==> config.mk <==
export PLATFORM = sky130hd
export DESIGN_NAME = eco32_core_lsu_dcm_fsm
export DESIGN_NICKNAME = d
export VERILOG_FILES = /design/src/rtl/eco32_core_lsu_dcm_fsm.sv
export SDC_FILE = /design/constraint.sdc
export NUM_CORES = 1
export LEC_CHECK = 0
export CORE_MARGIN = 3
export CORE_UTILIZATION = 33
export CTS_CLUSTER_SIZE = 40
export DETAILED_ROUTE_END_ITERATION = 6
export GPL_TIMING_DRIVEN = 0
export PLACE_DENSITY_LB_ADDON = 0.08
export RECOVER_POWER = 50
export REMOVE_ABC_BUFFERS = 1
export SYNTH_ARGS = -nofsm -noshare
export SYNTH_HDL_FRONTEND = slang
export SYNTH_SLANG_ARGS = --single-unit
==> constraint.sdc <==
create_clock -name clk -period 6.96 [get_ports clk]
set_clock_uncertainty 0.1 [all_clocks]
set_input_delay 1.392 -clock clk [delete_from_list [all_inputs] [get_ports clk]]
set_output_delay 1.392 -clock clk [all_outputs]
set_load 0.02 [all_outputs]
==> src/rtl/eco32_core_lsu_dcm_fsm.sv <==
// Data-cache miss sequencer: optional victim write-back, then an 8-beat line fill into the data RAM.
// Define ECO32_LSU_DCM_TIMEOUT_EN to abort a stalled fill after TIMEOUT_CYCLES silent cycles.
module eco32_core_lsu_dcm_fsm #(
    parameter int unsigned TIMEOUT_CYCLES = 255
) (
    input  logic        clk,
    input  logic        rst,
    input  logic        i_stb,
    input  logic        i_tid,
    input  logic        i_wid,
    input  logic        i_dirty,
    input  logic [31:0] i_p_addr,
    input  logic [31:0] i_k_addr,
    output logic        i_ack,
    output logic        m_req_stb,
    output logic        m_req_wr,
    output logic [31:0] m_req_addr,
    input  logic        m_req_rdy,
    output logic        m_wr_stb,
    output logic [31:0] m_wr_data,
    input  logic        m_rd_stb,
    input  logic [31:0] m_rd_data,
    output logic [9:0]  c_rd_addr,
    input  logic [31:0] c_rd_data,
    output logic        c_wr_ena,
    output logic [9:0]  c_wr_addr,
    output logic [31:0] c_wr_data,
    output logic        o_done_stb,
    output logic        o_done_tid,
    output logic        o_done_wid,
    output logic        o_err
);

    typedef enum logic [2:0] {
        IDLE      = 3'd0,
        WB_REQ    = 3'd1,
        WB_DATA   = 3'd2,
        FILL_REQ  = 3'd3,
        FILL_DATA = 3'd4,
        DONE      = 3'd5
    } state_t;

    state_t      state;
    state_t      state_nxt;
    logic [3:0]  cnt;
    logic [3:0]  cnt_nxt;
    logic        hold;
    logic        accept;
    logic        timeout_fire;
    logic        err_flag;
    logic        tid_q;
    logic        wid_q;
    logic [31:5] p_line;
    logic [31:5] k_line;

    always_ff @(posedge clk) begin
        if (rst) begin
            state <= IDLE;
            cnt   <= '0;
            hold  <= 1'b0;
        end else begin
            state <= state_nxt;
            cnt   <= cnt_nxt;
            // The FIFO head is stale for one cycle after the pop, so skip it.
            hold  <= (state == DONE);
        end
    end

    always_ff @(posedge clk) begin
        if (accept) begin
            tid_q  <= i_tid;
            wid_q  <= i_wid;
            p_line <= i_p_addr[31:5];
            k_line <= i_k_addr[31:5];
        end
    end

`ifdef ECO32_LSU_DCM_TIMEOUT_EN
    localparam int unsigned TO_W = $clog2(TIMEOUT_CYCLES + 1);

    logic [TO_W-1:0] idle_cnt;

    always_ff @(posedge clk) begin
        if (rst) begin
            idle_cnt <= '0;
            err_flag <= 1'b0;
        end else begin
            if (state != FILL_DATA || m_rd_stb) begin
                idle_cnt <= '0;
            end else begin
                idle_cnt <= idle_cnt + 1'b1;
            end
            err_flag <= timeout_fire;
        end
    end

    assign timeout_fire = (state == FILL_DATA) && !m_rd_stb &&
                          (idle_cnt == TO_W'(TIMEOUT_CYCLES - 1));
`else
    logic [31:0] unused_timeout;

    assign unused_timeout = TIMEOUT_CYCLES;
    assign timeout_fire   = 1'b0;
    assign err_flag       = 1'b0;
`endif

    always_comb begin
        state_nxt = state;
        cnt_nxt   = cnt;
        accept    = 1'b0;
        case (state)
            IDLE: begin
                if (i_stb && !hold) begin
                    accept    = 1'b1;
                    state_nxt = i_dirty ? WB_REQ : FILL_REQ;
                end
            end
            WB_REQ: begin
                if (m_req_rdy) begin
                    state_nxt = WB_DATA;
                    cnt_nxt   = '0;
                end
            end
            WB_DATA: begin
                // cnt 0..7 issue RAM reads; cnt 1..8 forward the returned word.
                if (cnt == 4'd8) begin
                    state_nxt = FILL_REQ;
                    cnt_nxt   = '0;
                end else begin
                    cnt_nxt = cnt + 4'd1;
                end
            end
            FILL_REQ: begin
                if (m_req_rdy) begin
                    state_nxt = FILL_DATA;
                    cnt_nxt   = '0;
                end
            end
            FILL_DATA: begin
                if (m_rd_stb) begin
                    if (cnt[2:0] == 3'd7) begin
                        state_nxt = DONE;
                        cnt_nxt   = '0;
                    end else begin
                        cnt_nxt = {1'b0, cnt[2:0] + 3'd1};
                    end
                end else if (timeout_fire) begin
                    state_nxt = DONE;
                    cnt_nxt   = '0;
                end
            end
            DONE: begin
                state_nxt = IDLE;
            end
            default: begin
                state_nxt = IDLE;
                cnt_nxt   = '0;
            end
        endcase
    end

    always_comb begin
        i_ack      = (state == DONE);
        o_done_stb = (state == DONE);
        o_done_tid = tid_q;
        o_done_wid = wid_q;
        o_err      = (state == DONE) && err_flag;
        m_req_stb  = (state == WB_REQ) || (state == FILL_REQ);
        m_req_wr   = (state == WB_REQ);
        m_req_addr = (state == WB_REQ) ? {k_line, 5'b0} : {p_line, 5'b0};
        m_wr_stb   = (state == WB_DATA) && (cnt != 4'd0);
        m_wr_data  = c_rd_data;
        c_rd_addr  = {wid_q, k_line[10:5], cnt[2:0]};
        c_wr_ena   = (state == FILL_DATA) && m_rd_stb;
        c_wr_addr  = {wid_q, p_line[10:5], cnt[2:0]};
        c_wr_data  = m_rd_data;
    end

endmodule
==> metrics.txt <==
Least-Margin Pin Slew=0.815 ns; mux share of post-synthesis cell area=0.0941; Post-Synth Adder-Cell Area=0.0116; Setup Viol. Count Final=0; Die Wd=105 µm; Synth top cells by count=92 x buf_4, 56 x edfxtp_1, 27 x mux2_1, 8 x dfxtp_1; Post-CTS Resized=0; Core Rows=35; xor/xnor share of the synthesized area=0.00542; max frequency=0.241 GHz; Worst EP required=5.47 ns; share of layout cells above drive strength 1=0.0759; crit end category=primary output; # nets final=424; final instance area=4090 µm²; via count=1906; EDFF count, synth=56; ANT cells=0; leakage=0.00143 µW; HP Class=reg2reg; top-area cell type share of the netlist area=0.520; CTS root buf=clkbuf_8; Via density=4.55; DP Cell Count=403; Mapped Area=3230 µm²; Pre-Repair DR Iteration Count=4; Seq cells post-synth=64; fin crit share=0.596; Yosys top cell by area=edfxtp_1; fillcell total=910; Mapped Cells=244; vias in the first global route=1933; ANT nets after route=0; Iter 0 DRT Violations=53; Startpoint Class=input pin; outcome=completed; CTS tree=done; Hold Violations, Final=0; TritonCTS buffer count=9; I/O Buffers=116; DP Wirelength=11600 µm; largest net degree at the start of global routing=29; cell with the most instances after synthesis=buf_4; Final Instance Count excl. Fillers=419; IR drop worst, VDD=0.0805 mV; Max Cap Violations=0; Crit Path Class=in2out; ys async rst share=0; area delta synth->final=26.5%; Worst Path Max Fanout=3; core area=9370 µm²; clock sinks=64; sequential area share after synthesis=0.570; Die Y=105 µm; total congestion overflow=0; Main synth FF type=edfxtp_1; global-route wire length before repair=17300 µm; clock slew at reported path FFs=0.07 ns; post-CTS setup buffers=0; Hold Buf Count CTS=0; Placer Congestion=0.785; Die ar.=11000 µm²; initial core utilization=0.345; CTS Buffer Depth=2; Synth Area in Compound Gates=0.0364; largest cells by area after synthesis=edfxtp_1 52%, buf_4 21%, mux2_1 9.4%; crit path time final=4.15 ns; clk_lat worst skew=0.34 ns; DP Area=3930 µm²; Final Slew Violations=0; H-tree depth=3; critical path arrival=2.65 ns; Slew HR=0.453; top-level I/O count=261; WL final=13400 µm; DR DRC count=0; RSZ-0062 raised after global routing=no; Post-Synth Simple-Gate Area=0.0519; synth warn=0; wire per inst=32.0 µm; synth unique cells=29; main combinational cell family by area after synthesis=buffers and inverters; initial antenna violation count=0; GRT Util Overall=0.240; PD cells=268 nW/µm²; Mapped Avg Cell Area=13.2 µm²
==> stage by stage <==
stage	TNS (ns)	hold WS (ns)	total power [µW]	worst slack, ns	util
6_report	0	0.435	1100	2.81	0.436
5_1_grt	0	0.473	1150	2.75	0.436
4_1_cts	0	0.430	1120	2.81	0.440
3_5_place_dp	0	0.416	809	2.83	0.419
3_3_place_gp	-69.23	0.412	798	-1.24	0.410
2_1_floorplan	0	0.377	643	1.06	-
==> worst paths after layout <==
kind | cells after the start | from | slack, ns | endpoint
worst min register to register | 2 | cnt[3] | 0.44 | cnt[3]
worst max-delay path | 3 | m_rd_stb | 2.81 | c_wr_ena
worst min-delay path | 2 | cnt[3] | 0.44 | cnt[3]
worst max register to register | 5 | state[2] | 4.37 | p_line[9]
==> cells by family after synthesis <==
family                   Yosys count
AO/OA/AOI/OAI                     18
multiplexers                      27
adder cells (fa/ha/maj)            3
flip-flops                        64
XOR/XNOR                           2
buffers and inverters             99
other                              1
AND/OR/NAND/NOR                   30
==> state kept, by name, indices dropped and copies added (netlist names) <==
name and flops:
o_done_wid 1, cnt 4, o_done_tid 1, hold 1, state 3, k_line 27, p_line 27
==> per-layer routing <==
| layer | routed length, µm | share of wire | GRT usage | up-vias |
|---|---|---|---|---|
| li1 | - | - | - | 846 |
| met1 | 2760 | 0.21 | 0.135 | 820 |
| met2 | 6290 | 0.47 | 0.387 | 216 |
| met3 | 3770 | 0.28 | 0.321 | 20 |
| met4 | 437 | 0.033 | 0.0984 | 4 |
| met5 | 137 | 0.010 | 0.0952 | - |
==> cell usage in the layout (no fill, tap or decap), drive strengths merged, types with 2 or more instances in the layout <==
| cell | instances |
|---|---|
| nor3 | 4 |
| ha | 3 |
| o211ai | 2 |
| buf | 3 |
| nand3 | 6 |
| mux2 | 27 |
| xnor2 | 2 |
| clkdlybuf4s50 | 44 |
| clkinv | 4 |
| a21oi | 7 |
| nand2 | 3 |
| dfxtp | 8 |
| clkbuf | 13 |
| dlygate4sd3 | 72 |
| edfxtp | 56 |
| inv | 2 |
| o21ai | 3 |
| conb | 6 |
| nor3b | 2 |
| nor2 | 7 |
| nor2b | 4 |
| or3b | 2 |
==> final cells by class <==
| class | count | area, µm² | share of cell area |
|---|---|---|---|
| inverters | 2 | 7.51 | 0.00184 |
| multi-input cells | 86 | 674 | 0.165 |
| clock buffers | 10 | 128 | 0.0312 |
| repair buffers | 122 | 1210 | 0.297 |
| clock inverters | 6 | 60.1 | 0.0147 |
| well taps | 129 | 161 | 0.0395 |
| flip-flops and latches | 64 | 1840 | 0.451 |
==> power by group <==
part           internal, µW  switching (µW)  total, µW
Sequential              469            19.1        488
Clock                   164             148        312
Combinational           143             153        296
Total                   776             320       1100
==> critical path, stage by stage <==
cell	delay (ns)
clkdlybuf4s50_1	0.49
and3_1	0.16
clkdlybuf4s50_1	0.61
Note: power is estimated with default switching activity, not from simulation.
==> RTL change (config.mk and constraints unchanged) <==
Build with the macro `ECO32_LSU_DCM_TIMEOUT_EN` defined.
--- a/src/rtl/eco32_core_lsu_dcm_fsm.sv
+++ b/src/rtl/eco32_core_lsu_dcm_fsm.sv
@@ -1,5 +1,7 @@
 // Data-cache miss sequencer: optional victim write-back, then an 8-beat line fill into the data RAM.
 // Define ECO32_LSU_DCM_TIMEOUT_EN to abort a stalled fill after TIMEOUT_CYCLES silent cycles.
+`define ECO32_LSU_DCM_TIMEOUT_EN
+
 module eco32_core_lsu_dcm_fsm #(
     parameter int unsigned TIMEOUT_CYCLES = 255
 ) (
Formal check against the unedited RTL: same outputs for any inputs over 10 cycles, from zero or initial values and one cycle with rst high; that may be too few to reach the edited logic, so the function may still have changed.
==> RTL change against the original RTL <==
Largest power group unchanged. Sequential cell count increased by 9. Worst setup slack got worse by 0.23 ns. Sequential power increased by 24%. Wire length increased by 5.1%. Power increased by 44%. Via count increased by 14%. Synthesized cell count increased by 16%. Highest routed layer unchanged. Core utilization decreased by 0.62 points. Area after synthesis increased by 14%. Final area increased by 12%. Largest cell class unchanged.
==> RTL change: results <==
group,metric,value,unit
cells_and_area,seq_cells,73,
cells_and_area,nonClkBufAreaFrac,0.264,
cells_and_area,nNetsFinal,461,
placement,detailedPlace.worstSlack,2.64,ns
drt,wl,14100,um
logic_synthesis,synth_cells,284,
cells_and_area,sh_seq_area,0.444,
die,core.rowCount,37,
pwr,powerDensity,346,nW/um2
sta,relSlewSlack,0.0634,
hold_path,worstHoldPathCells,1,
cells_and_area,inverters,5,
drt,dr_total_vias,2179,
cells_and_area,clkCellAreaFrac,0.0533,
placement,dp.cells,445,
drt,drtIter0Drc,76,
drt,viasPerCell,4.73,
global_route,grt_first_pass_wirelength,18800,um
cells_and_area,multi_input_cells,112,
pwr,leakage,1.60,nW
setup_path,worstReg2RegEnd,"p_line[13]$_DFFE_PP_",
setup_path,reg2reg_depth,4,
sta,holdWs,0.412,ns
setup_path,crit_path_max_fanout,4,
pwr,ir_worst_vdd,0.138,mV
logic_synthesis,synth.area.top_cells,"edfxtp_1, buf_4, dfxtp_1, mux2_1, ha_1",
placement,hpwlAfterDp,11900,um
drt,first_pass_iters,5,
pwr,p_seq_frac,0.384,
placement,io_buffer_count,117,
cells_and_area,n_all_buffers,119,
placement,place_area,4350,um2
logic_synthesis,ys_seq_area_frac,0.550,
cells_and_area,stdcell_area,4560,um2
global_route,first_global_vias,2156,
logic_synthesis,synth_compound_area_frac,0.0279,
logic_synthesis,synthMuxAreaShare,0.0956,
cells_and_area,reg_top3,"k_line (27), p_line (27), idle_cnt (8)",
logic_synthesis,synth_adder_area_share,0.0170,
setup_path,crit_arrival,2.88,ns
sta,finalCritPeriodShare,0.629,
pwr,p_int,0.00108,W
logic_synthesis,synth-xor-area-share,0.0143,
cells_and_area,multiInputGateArea,902,um2
logic_synthesis,synth_cell_types,44,
cells_and_area,drive_above_1_share,0.0831,
cells_and_area,fill_cells,1022,
setup_path,rrSetupSlack,3.69,ns
run_status,status,"complete, no violations",
global_route,grtUsageTotal,0.224,
==> RTL change: cell count changes after synthesis, sizes merged, moves of 4 or more <==
cell | before | now
xor2 | 0 | 5
a21oi | 7 | 3
dfxtp | 8 | 17
nor2 | 7 | 16
==> RTL change: worst max path at each step <==
| stage | from | endpoint | cells after the start |
|---|---|---|---|
| finish | m_rd_stb | c_wr_ena | 3 |
| global route | i_stb | p_line[13]$_DFFE_PP_ | 5 |
| CTS | state[0]$_SDFFE_PP0P_ | m_req_addr[29] | 4 |
| detailed placement | m_rd_stb | c_wr_ena | 3 |
| global placement | i_stb | p_line[6]$_DFFE_PP_ | 3 |
| floorplan | i_stb | k_line[10]$_DFFE_PP_ | 2 |
==> RTL change: per-layer routing <==
layer | global-route usage | part of all wire | up-vias
li1 | - | - | 959
met1 | 0.189 | 0.29 | 990
met2 | 0.336 | 0.44 | 216
met3 | 0.282 | 0.26 | 12
met4 | 0.0292 | 0.0050 | 2
met5 | 0.0627 | 0.0064 | -
